$ cat config.mk
export PLATFORM = sky130hd
export DESIGN_NAME = imem_block_responder
export DESIGN_NICKNAME = d
export VERILOG_FILES = /design/src/rtl/imem_block_responder_pkg.sv /design/src/rtl/imem_block_responder_mem_req_pipe_stage.sv /design/src/rtl/imem_block_responder.sv
export SDC_FILE = /design/constraint.sdc
export NUM_CORES = 1
export LEC_CHECK = 0
export CORE_AREA = 3 3 428 430
export CTS_CLUSTER_DIAMETER = 200
export CTS_CLUSTER_SIZE = 14
export DETAILED_ROUTE_END_ITERATION = 10
export DIE_AREA = 0 0 431 433
export HOLD_SLACK_MARGIN = 0.08
export PLACE_DENSITY_LB_ADDON = 0.15
export SLEW_MARGIN = 20
export SYNTH_ARGS = -nofsm -noshare
export SYNTH_HDL_FRONTEND = slang
export SYNTH_SLANG_ARGS = --single-unit
$ cat constraint.sdc
create_clock -name clk -period 34.6 [get_ports clk]
set_input_delay 6.92 -clock clk [delete_from_list [all_inputs] [get_ports clk]]
set_output_delay 6.92 -clock clk [all_outputs]
set_load 0.01 [all_outputs]
$ cat src/rtl/imem_block_responder_pkg.sv
// ============================================================================
// Module  : imem_block_responder_pkg
// Brief   : Shared main-memory block types used by the instruction-memory
//           block responder and its pipeline stage.
// Revision: 1.0 - initial release
// ============================================================================
`default_nettype none

`ifndef BLOCK_DATA_WIDTH
`define BLOCK_DATA_WIDTH 64
`endif
`ifndef MAIN_MEM_N_BLOCKS
`define MAIN_MEM_N_BLOCKS 16
`endif

package imem_block_responder_pkg;

  // Wide enough to express addresses beyond the populated range.
  localparam int MAIN_MEM_BLOCK_ADDR_WIDTH = 5;

  typedef logic [MAIN_MEM_BLOCK_ADDR_WIDTH-1:0] main_mem_block_addr_t;
  typedef logic [`BLOCK_DATA_WIDTH-1:0]         block_data_t;

endpackage

`default_nettype wire

$ cat src/rtl/imem_block_responder_mem_req_pipe_stage.sv
// ============================================================================
// Module  : mem_req_pipe_stage
// Brief   : One {valid, block_addr} stage of the responder latency pipeline,
//           with advance enable and synchronous flush.
// Revision: 1.0 - initial release
// ============================================================================
`default_nettype none

module mem_req_pipe_stage
  import imem_block_responder_pkg::*;
(
  input  logic                 clk,
  input  logic                 rst_aL,
  input  logic                 en_i,
  input  logic                 clr_i,
  input  logic                 valid_i,
  input  main_mem_block_addr_t addr_i,
  output logic                 valid_o,
  output main_mem_block_addr_t addr_o
);

  logic                 valid_q, valid_d;
  main_mem_block_addr_t addr_q, addr_d;

  // Next state: flush wins over advance; bubbles carry a zero address so the
  // last stage presents zero whenever it is empty.
  always_comb begin
    valid_d = valid_q;
    addr_d  = addr_q;
    if (clr_i) begin
      valid_d = 1'b0;
      addr_d  = '0;
    end else if (en_i) begin
      valid_d = valid_i;
      addr_d  = valid_i ? addr_i : '0;
    end
  end

  // Stage register with synchronous active-low reset.
  always_ff @(posedge clk) begin
    if (!rst_aL) begin
      valid_q <= 1'b0;
      addr_q  <= '0;
    end else begin
      valid_q <= valid_d;
      addr_q  <= addr_d;
    end
  end

  assign valid_o = valid_q;
  assign addr_o  = addr_q;

endmodule

`default_nettype wire

$ cat src/rtl/imem_block_responder.sv
// ============================================================================
// Module  : imem_block_responder
// Brief   : Fixed-latency, read-only main-memory model answering icache block
//           reads. Requests travel a LATENCY-deep pipeline that freezes as a
//           whole while the response is back-pressured.
// Revision: 1.0 - initial release
// ============================================================================
`default_nettype none

`ifndef BLOCK_DATA_WIDTH
`define BLOCK_DATA_WIDTH 64
`endif
`ifndef MAIN_MEM_N_BLOCKS
`define MAIN_MEM_N_BLOCKS 16
`endif

module imem_block_responder
  import imem_block_responder_pkg::*;
#(
  parameter int LATENCY  = 4,                    // legal range 1..16
  parameter int N_BLOCKS = `MAIN_MEM_N_BLOCKS
) (
  input  logic                          clk,
  input  logic                          rst_aL,
  input  logic                          init,
  input  block_data_t [N_BLOCKS-1:0]    init_main_mem_state,
  input  logic                          req_valid,
  output logic                          req_ready,
  input  main_mem_block_addr_t          req_block_addr,
  output logic                          resp_valid,
  input  logic                          resp_ready,
  output main_mem_block_addr_t          resp_block_addr,
  output block_data_t                   resp_block_data
);

  // Index 0 is the pipeline input; index k is the output of stage k-1.
  logic                 [LATENCY:0] w_stage_valid;
  main_mem_block_addr_t [LATENCY:0] w_stage_addr;

  logic        w_stall;
  logic        w_advance;
  block_data_t [N_BLOCKS-1:0] mem_q;

  // A presented response that is not consumed freezes every stage.
  assign w_stall   = resp_valid && !resp_ready;
  assign w_advance = !w_stall;
  assign req_ready = !w_stall && !init && rst_aL;

  // Non-accepted cycles feed a bubble into stage 0.
  assign w_stage_valid[0] = req_valid && req_ready;
  assign w_stage_addr[0]  = req_block_addr;

  generate
    for (genvar g = 0; g < LATENCY; g++) begin : g_stage
      mem_req_pipe_stage u_stage (
        .clk     (clk),
        .rst_aL  (rst_aL),
        .en_i    (w_advance),
        .clr_i   (init),
        .valid_i (w_stage_valid[g]),
        .addr_i  (w_stage_addr[g]),
        .valid_o (w_stage_valid[g+1]),
        .addr_o  (w_stage_addr[g+1])
      );
    end
  endgenerate

  assign resp_valid      = w_stage_valid[LATENCY];
  assign resp_block_addr = w_stage_addr[LATENCY];

  // Memory image load; contents deliberately survive reset.
  always_ff @(posedge clk) begin
    if (rst_aL && init) begin
      mem_q <= init_main_mem_state;
    end
  end

  // Read mux: only a valid, in-range address returns stored data.
  always_comb begin
    resp_block_data = '0;
    for (int i = 0; i < N_BLOCKS; i++) begin
      if (resp_valid && (int'(resp_block_addr) == i)) begin
        resp_block_data = mem_q[i];
      end
    end
  end

endmodule

`default_nettype wire

==> results.txt, run 1 <==
Counting the buffers created by CTS gives 84. Clock latency on the worst-skew pair, taken at its later pin, is 0.71 ns. Gates resized during post-CTS repair numbered 0. The layout cell share with drive strength beyond 1 was 5.70%. Compared with the post-synthesis result, the final layout area differs by 40.7%. For this design, the CTS-stage hold fixing added 0 buffers. The area of the die came out at 187,000 µm². The run finished with clean final reports. Traced cell by cell, the critical path runs through clkdlybuf4s50_1 > nand2b_1 > nor2_1 > clkdlybuf4s50_1. Setup repair after global routing left no endpoint under its margin.

The analysis attributes to cell leakage a power of 17.6 nW. The top cell types in the final layout, fill and taps aside, are 1,104 x sky130_fd_sc_hd__clkdlybuf4s50_1, 1,024 x sky130_fd_sc_hd__edfxtp_1, 121 x sky130_fd_sc_hd__o21ai_0. VDD sags by at most 0.0278 mV. The most frequent standard cell in the layout excluding fill and tap cells was sky130_fd_sc_hd__clkdlybuf4s50_1. At the pin with the least slew margin, the transition time is 1.06 ns.

The vertical die dimension is 433 µm, and the sequential element share of the synthesized area is 78.3%. The number of nets with antenna violations after detailed routing came out at 0. Once detailed placement completed, the half-perimeter wirelength came to 134,000 µm. Final count of hold timing violations: 0. The final layout contains 4,469 nets. The synthesized design contains 1,048 register bits.

The via count of the routed design is 27,400, and the fmax is 62.9 MHz. Setup violations remaining at the end of the flow were counted as 0. The fraction of post-synthesis cell area in the top cell type by area came out at 77.1%. At the worst endpoint, the required time is 27.68 ns. Of all flip-flops after synthesis, the portion carrying an async set or reset was 0%.

The primary flip-flop cell chosen by synthesis mapping is sky130_fd_sc_hd__edfxtp_1. In this run the core area contains 156 standard-cell rows. The mapped netlist covers 39,900 µm². TritonCTS built the clock tree.

The final routed DRC violation total is 0. The final wirelength is 190,000 µm, and the synthesized instance count is 2,348. The number of primary I/O pins came out at 1,105.

Chip width: 431 µm. Cells fill 31.2% of the core in the end. The routed design could run at a clock period as short as 15.91 ns. For the first-pass detailed-route iteration total, the log shows 8.

The category of the critical setup timing path was in -> out. The number of different library cells used by synthesis comes to 67. The tightest min-delay check is of the reg -> reg type. The maximum number of pins on one net before global-route repair is 172. CTS saw 1,048 sinks. The global-route wire length before repair is 247,000 µm. The clock root buffer is sky130_fd_sc_hd__clkbuf_16.

In this run the mean area of a mapped cell was 17.0 µm². The clock passes through at most 3 buffers. For the final database, setup skew stands at 0.00835 ns. Clock-pin slew was measured on the worst setup and hold paths at 0.07 ns.

The post-synthesis net count was 3,382; the count of pins over their slew limit was 0. Summed over all layers, the global routing overflow is 0. The final weighted congestion of routability-driven global placement was 0.831. The summed negative setup slack over all endpoints came out at 0 ns.

The via count of the first global-routing pass came out at 28,100. STA puts the critical path data arrival time at 8.99 ns. Dividing the final minimum period by the clock period gives 46.0%. The number of antenna violations at the first check in global routing was 64.

The cell occurring most often along the worst timing path is sky130_fd_sc_hd__clkdlybuf4s50_1. For the relative slew slack, the log shows 29.1%. Yosys mapped a number of flops with a built-in enable equal to 1,024. The run gives 2,743 as the DRC violation total after the first TritonRoute iteration. The sort of element at the end of the critical path is an output pin. The logs give 22.1% for the starting density of the core and 3 for the deepest level of the CTS H-tree. Summed over all instances, the cell type with the most area after synthesis is sky130_fd_sc_hd__edfxtp_1. The number of max-capacitance violations reported is 0, and the power density over cell area is 46.0 nW/µm².

In this run the standard cell core region covers 180,000 µm². The count of buffers added on input and output ports is 1,104. Of all nets on the critical path, the largest fanout is 25.

Global routing used 19.5% of the available tracks. The wire length per cell came out at 32.4 µm. The largest single stage delay on the critical path is 0.68 ns. The number of warnings issued by yosys is 0, and the post-detailed-route via-to-cell ratio is 4.67. The slowest stage of the critical path belongs to the cell sky130_fd_sc_hd__nand2b_1. Ranked by total cell area, the synthesized netlist is headed by sky130_fd_sc_hd__edfxtp_1 77%, sky130_fd_sc_hd__mux2i_1 1.6%, sky130_fd_sc_hd__o21ai_0 1.5%, sky130_fd_sc_hd__o221ai_1 1.2%, sky130_fd_sc_hd__a221o_1 1.2%. The tools report the element type at the critical path start as a primary input. The post-CTS repair timing setup buffer count came out at 0.
[state kept, by name (all words and copies together), names as in the netlist]
register	cells
g_stage.u_stage.addr_o	20
mem_q	1024
g_stage.u_stage.valid_o	4
[cells by family (layout without fill, tap and decap cells)]
logic type             after synthesis  after routing  share of synthesized area [%]
buffers and inverters              177           1284                           2.10
DFF                               1048           1048                           78.3
AOI/OAI and AO/OA                  779            779                           14.4
other                                0             35                              0
muxes                               66             66                           1.69
and+or+nand+nor                    278            278                           3.48
[path summary, 6_finish.rpt]
kind / from / end / slack (ns) / depth (start not counted)
setup reg to reg: g_stage[3].u_stage.addr_o[1] / g_stage[3].u_stage.addr_o[1] / 32.29 / 4
hold / removal: g_stage[0].u_stage.addr_o[0] / g_stage[0].u_stage.addr_o[0] / 0.45 / 2
setup / recovery: init / req_ready / 18.69 / 4
hold reg to reg: g_stage[0].u_stage.addr_o[0] / g_stage[0].u_stage.addr_o[0] / 0.45 / 2
[Yosys cell counts (all sizes together) (11+ instances only)]
master   count
a21oi       78
a31oi       54
a22oi       62
nand3       26
o22ai       26
o21ai      121
edfxtp    1024
nor3        16
buf         78
a31o        44
a2111oi     11
a221o       48
o221ai      56
a32o        21
mux2i       63
o211ai      18
a221oi      39
nor2        84
a22o        45
a211oi      58
a222oi      24
and3        29
nand2       78
dfxtp       24
o21a        51
clkbuf      91
[where the power goes]
group | internal (mW) | leakage [nW] | switching [mW]
combinational | 0.106 | 6.72 | 0.0507
clock | 0.443 | 1.09 | 0.467
sequential | 1.49 | 9.81 | 0.0284
total | 2.04 | 17.6 | 0.546
[metrics by stage]
stage	worst slack [ns]	hold WS, ns	std cells	power [mW]	cell area [µm²]
5_1_grt	18.54	0.473	5851	2.67	56100
4_1_cts	18.64	0.454	5825	2.62	56000
6_report	18.69	0.455	5860	2.58	56100
2_1_floorplan	3.25	0.432	2348	1.61	39900
3_3_place_gp	18.63	0.444	5719	1.70	53800
3_5_place_dp	18.66	0.444	5719	1.70	53800
[final cells by class]
cell class / count / area (µm²)
well taps: 2370 / 2970
inverters: 8 / 30.0
multi-input cells: 1123 / 7980
clock inverters: 6 / 62.6
fillers: 17900 / 124000
repair buffers: 1170 / 11600
flip-flops and latches: 1048 / 31200
diodes: 35 / 87.6
clock buffers: 100 / 2180
[layer usage]
metal / track usage (%) / vias up / wire, µm
met5: 0 / - / 152
met4: 5.75 / 24 / 4750
met3: 5.24 / 214 / 14200
met2: 34.4 / 1180 / 97200
met1: 23.1 / 14000 / 73500
li1: - / 11900 / -
[critical path, delay by kind of cell]
| kind | cells | cell delay (ns) |
|---|---|---|
| buffers and inverters | 2 | 1.11 |
| and+or+nand+nor | 2 | 0.96 |
Note: power is estimated with default switching activity, not from simulation.
==> run 2: changes to the inputs <==
==> constraint.sdc (replaced) <==
create_clock -name clk -period 16.05 [get_ports clk]
set_input_delay 3.21 -clock clk [delete_from_list [all_inputs] [get_ports clk]]
set_output_delay 3.21 -clock clk [all_outputs]
set_load 0.01 [all_outputs]
==> results.txt, run 2 (synthesis gave the netlist of run 1 again) <==
STA puts the critical path data arrival time at 5.83 ns. For the post-CTS repair timing setup buffer count, the log shows 0. For the critical path data required time, the log shows 12.84 ns. The tools report the summed negative setup slack over all endpoints as 0 ns.

Peak supply drop: 0.0604 mV. Cell occurring most often along the worst timing path: sky130_fd_sc_hd__buf_4. The relative slew slack was 27.9%; the via count of the routed design was 27,400. The maximum number of pins on one net before global-route repair is 153.

The tree is rooted in a sky130_fd_sc_hd__clkbuf_16. The number of port buffers was 1,104. The power density over cell area came out at 99.2 nW/µm². The worst hold path stage count is 2.

The worst hold path belongs to the class reg -> reg. mem_q holds more flip-flops than any other register. On the worst path, the slowest cell contributes a delay of 0.66 ns.

The final layout contains 4,476 nets. The chip width was 431 µm; the area of all placed cells without fillers was 56,200 µm². The critical path is of the reg -> out type.

STA classifies the critical path startpoint as a flop. In this run the critical register-to-register path is captured at g_stage[0].u_stage.addr_o[4]. The final routed DRC violation total was 0; the post-placement cell area was 53,800 µm².

Clock-pin slew was measured on the worst setup and hold paths at 0.07 ns. STA classifies the critical path endpoint as an output pin. The HPWL after detailed placement is 141,000 µm. The tools report the hold buffer count at CTS as 0. The total setup violations reported at the end of the flow was 0; the starting density of the core was 22.1%. The start of the worst register-to-register path was g_stage[3].u_stage.valid_o.

After detailed routing, the total wire length is 193,000 µm. For the number of max-capacitance violations reported, the log shows 0. The longest clock path from root to sink contains 3 buffers. The via count of the first global-routing pass was 28,400. Time the final worst path needs with I/O delays and setup: 9.04 ns. Compared with the post-synthesis result, the final layout area differs by 41.0%. In the layout the commonest cells are 1,104 x sky130_fd_sc_hd__clkdlybuf4s50_1, 1,024 x sky130_fd_sc_hd__edfxtp_1, 121 x sky130_fd_sc_hd__o21ai_0. The all-layer global routing usage was 19.8%; the top fanout value on the critical path was 38.

At the pin with the least slew margin, the transition time is 1.08 ns. The floorplan has 156 rows. The deepest level of the CTS H-tree was 3. The instance count on the critical path is 10. The run finished with clean final reports. The area of the die was 187,000 µm². For this design, the sink count on the clock tree is 1,048.

For flop-to-flop paths, the worst setup slack is 14.13 ns. Setup repair after global routing left no endpoint under its margin. In this run the worst setup path terminates at resp_block_data[33]. The logs give 111 MHz for the fmax and 0.00443 ns for the worst setup skew after layout. The remaining global-route overflow is 0.

The number of nets with antenna violations after detailed routing came out at 0. The critical path starts at g_stage[3].u_stage.addr_o[1]. The post-detailed-route via-to-cell ratio is 4.65, and the layout cell share with drive strength beyond 1 is 5.89%. TritonCTS built the clock tree. The wire length per cell was 32.7 µm; the first-pass detailed-route iteration total was 8.

In the finished design, the share of the clock period the worst path needs comes to 56.3%. The run gives 2,404 as the DRC violation total after the first TritonRoute iteration. Including well taps, the total number of placed cells is 5,726.

The tools report the count of pins over their slew limit as 0. Number of buffers and inverters on the critical path: 5. The number of antenna violations at the first check in global routing was 102; the global-route wire length before repair was 251,000 µm. The most frequent standard cell in the layout excluding fill and tap cells was sky130_fd_sc_hd__clkdlybuf4s50_1. The kind of cell with the highest combined delay along the critical path is buffers and inverters. Among all stages on the critical path, the largest delay is contributed by sky130_fd_sc_hd__clkdlybuf4s50_1. The count of instances resized after the clock tree is built came out at 0. The depth of the worst register-to-register path is 3, and the clock latency reported for the late side of the worst-skew pair is 0.72 ns. For this design the static power due to leakage is 17.7 nW. The vertical die dimension is 433 µm, and the core outline area is 180,000 µm². Once layout is complete, the cells apart from fillers number 5,890.

The tools report the number of buffers added by the clock tree synthesis step as 84. The number of primary I/O pins was 1,105; the total power was 5.58 mW. The register with the most flip-flops in the layout has 1,024 of them. The critical path goes through buf_4 > buf_4 > nand2_1 > nor2_4 > buf_4 > buf_4 > a2111oi_0 > a31o_2 > a31oi_1 > clkdlybuf4s50_1. At the end of routability-driven placement, the weighted congestion stood at 0.825.

Final count of hold timing violations: 0.
run 2: changes by cell type in the layout (fill, tap and decap cells not counted), sizes merged:
cell,before,now
diode,35,56
buf,66,73
clkbuf,100,102
clkinv,3,1
inv,11,13
run 2: worst min path at each step:
| stage | from | to | slack (ns) |
|---|---|---|---|
| after global placement | g_stage[2].u_stage.addr_o[2] | g_stage[2].u_stage.addr_o[2] | 0.44 |
| after floorplan | g_stage[0].u_stage.addr_o[0] | g_stage[0].u_stage.addr_o[0] | 0.43 |
| final | g_stage[2].u_stage.addr_o[1] | g_stage[2].u_stage.addr_o[1] | 0.46 |
| after global routing | g_stage[2].u_stage.addr_o[1] | g_stage[2].u_stage.addr_o[1] | 0.47 |
| after detailed placement | g_stage[2].u_stage.addr_o[1] | g_stage[2].u_stage.addr_o[1] | 0.45 |
| after CTS | g_stage[2].u_stage.addr_o[1] | g_stage[2].u_stage.addr_o[1] | 0.46 |
run 2: area by class of cell:
type,count,area [µm²]
fillers,17900,124000
diodes,56,140
inverters,8,30.0
clock inverters,6,58.8
clock buffers,102,2190
repair buffers,1177,11600
flip-flops and latches,1048,31200
multi-input cells,1123,7980
well taps,2370,2970
run 2: layer usage:
| metal | vias up | global-route usage [%] | wire length [µm] |
|---|---|---|---|
| met2 | 1169 | 35.5 | 99600 |
| li1 | 12000 | - | - |
| met3 | 286 | 5.28 | 13300 |
| met4 | 40 | 6.00 | 5160 |
| met1 | 13900 | 23.1 | 74300 |
| met5 | - | 0 | 241 |
run 2: per-stage QoR:
step | setup slack, ns | hold slack, ns | util [%]
6_report | 7.01 | 0.456 | 31.2
5_1_grt | 6.66 | 0.469 | 31.2
4_1_cts | 6.73 | 0.457 | 31.1
3_5_place_dp | 7.59 | 0.446 | 29.9
3_3_place_gp | 7.63 | 0.444 | 29.9
2_1_floorplan | 5.33 | 0.432 | -
run 2: tightest hold or removal path: stages, from the launching register on:
cell                      delay [ns]
sky130_fd_sc_hd__dfxtp_1        0.31
sky130_fd_sc_hd__nand2_1        0.05
sky130_fd_sc_hd__a21oi_1        0.05
run 2: power by group:
part	internal [mW]	total, mW	switching, mW	leakage, nW
Clock	0.958	1.97	1.01	1.10
Sequential	3.21	3.27	0.0663	9.81
Combinational	0.229	0.338	0.109	6.76
Total	4.39	5.58	1.19	17.7
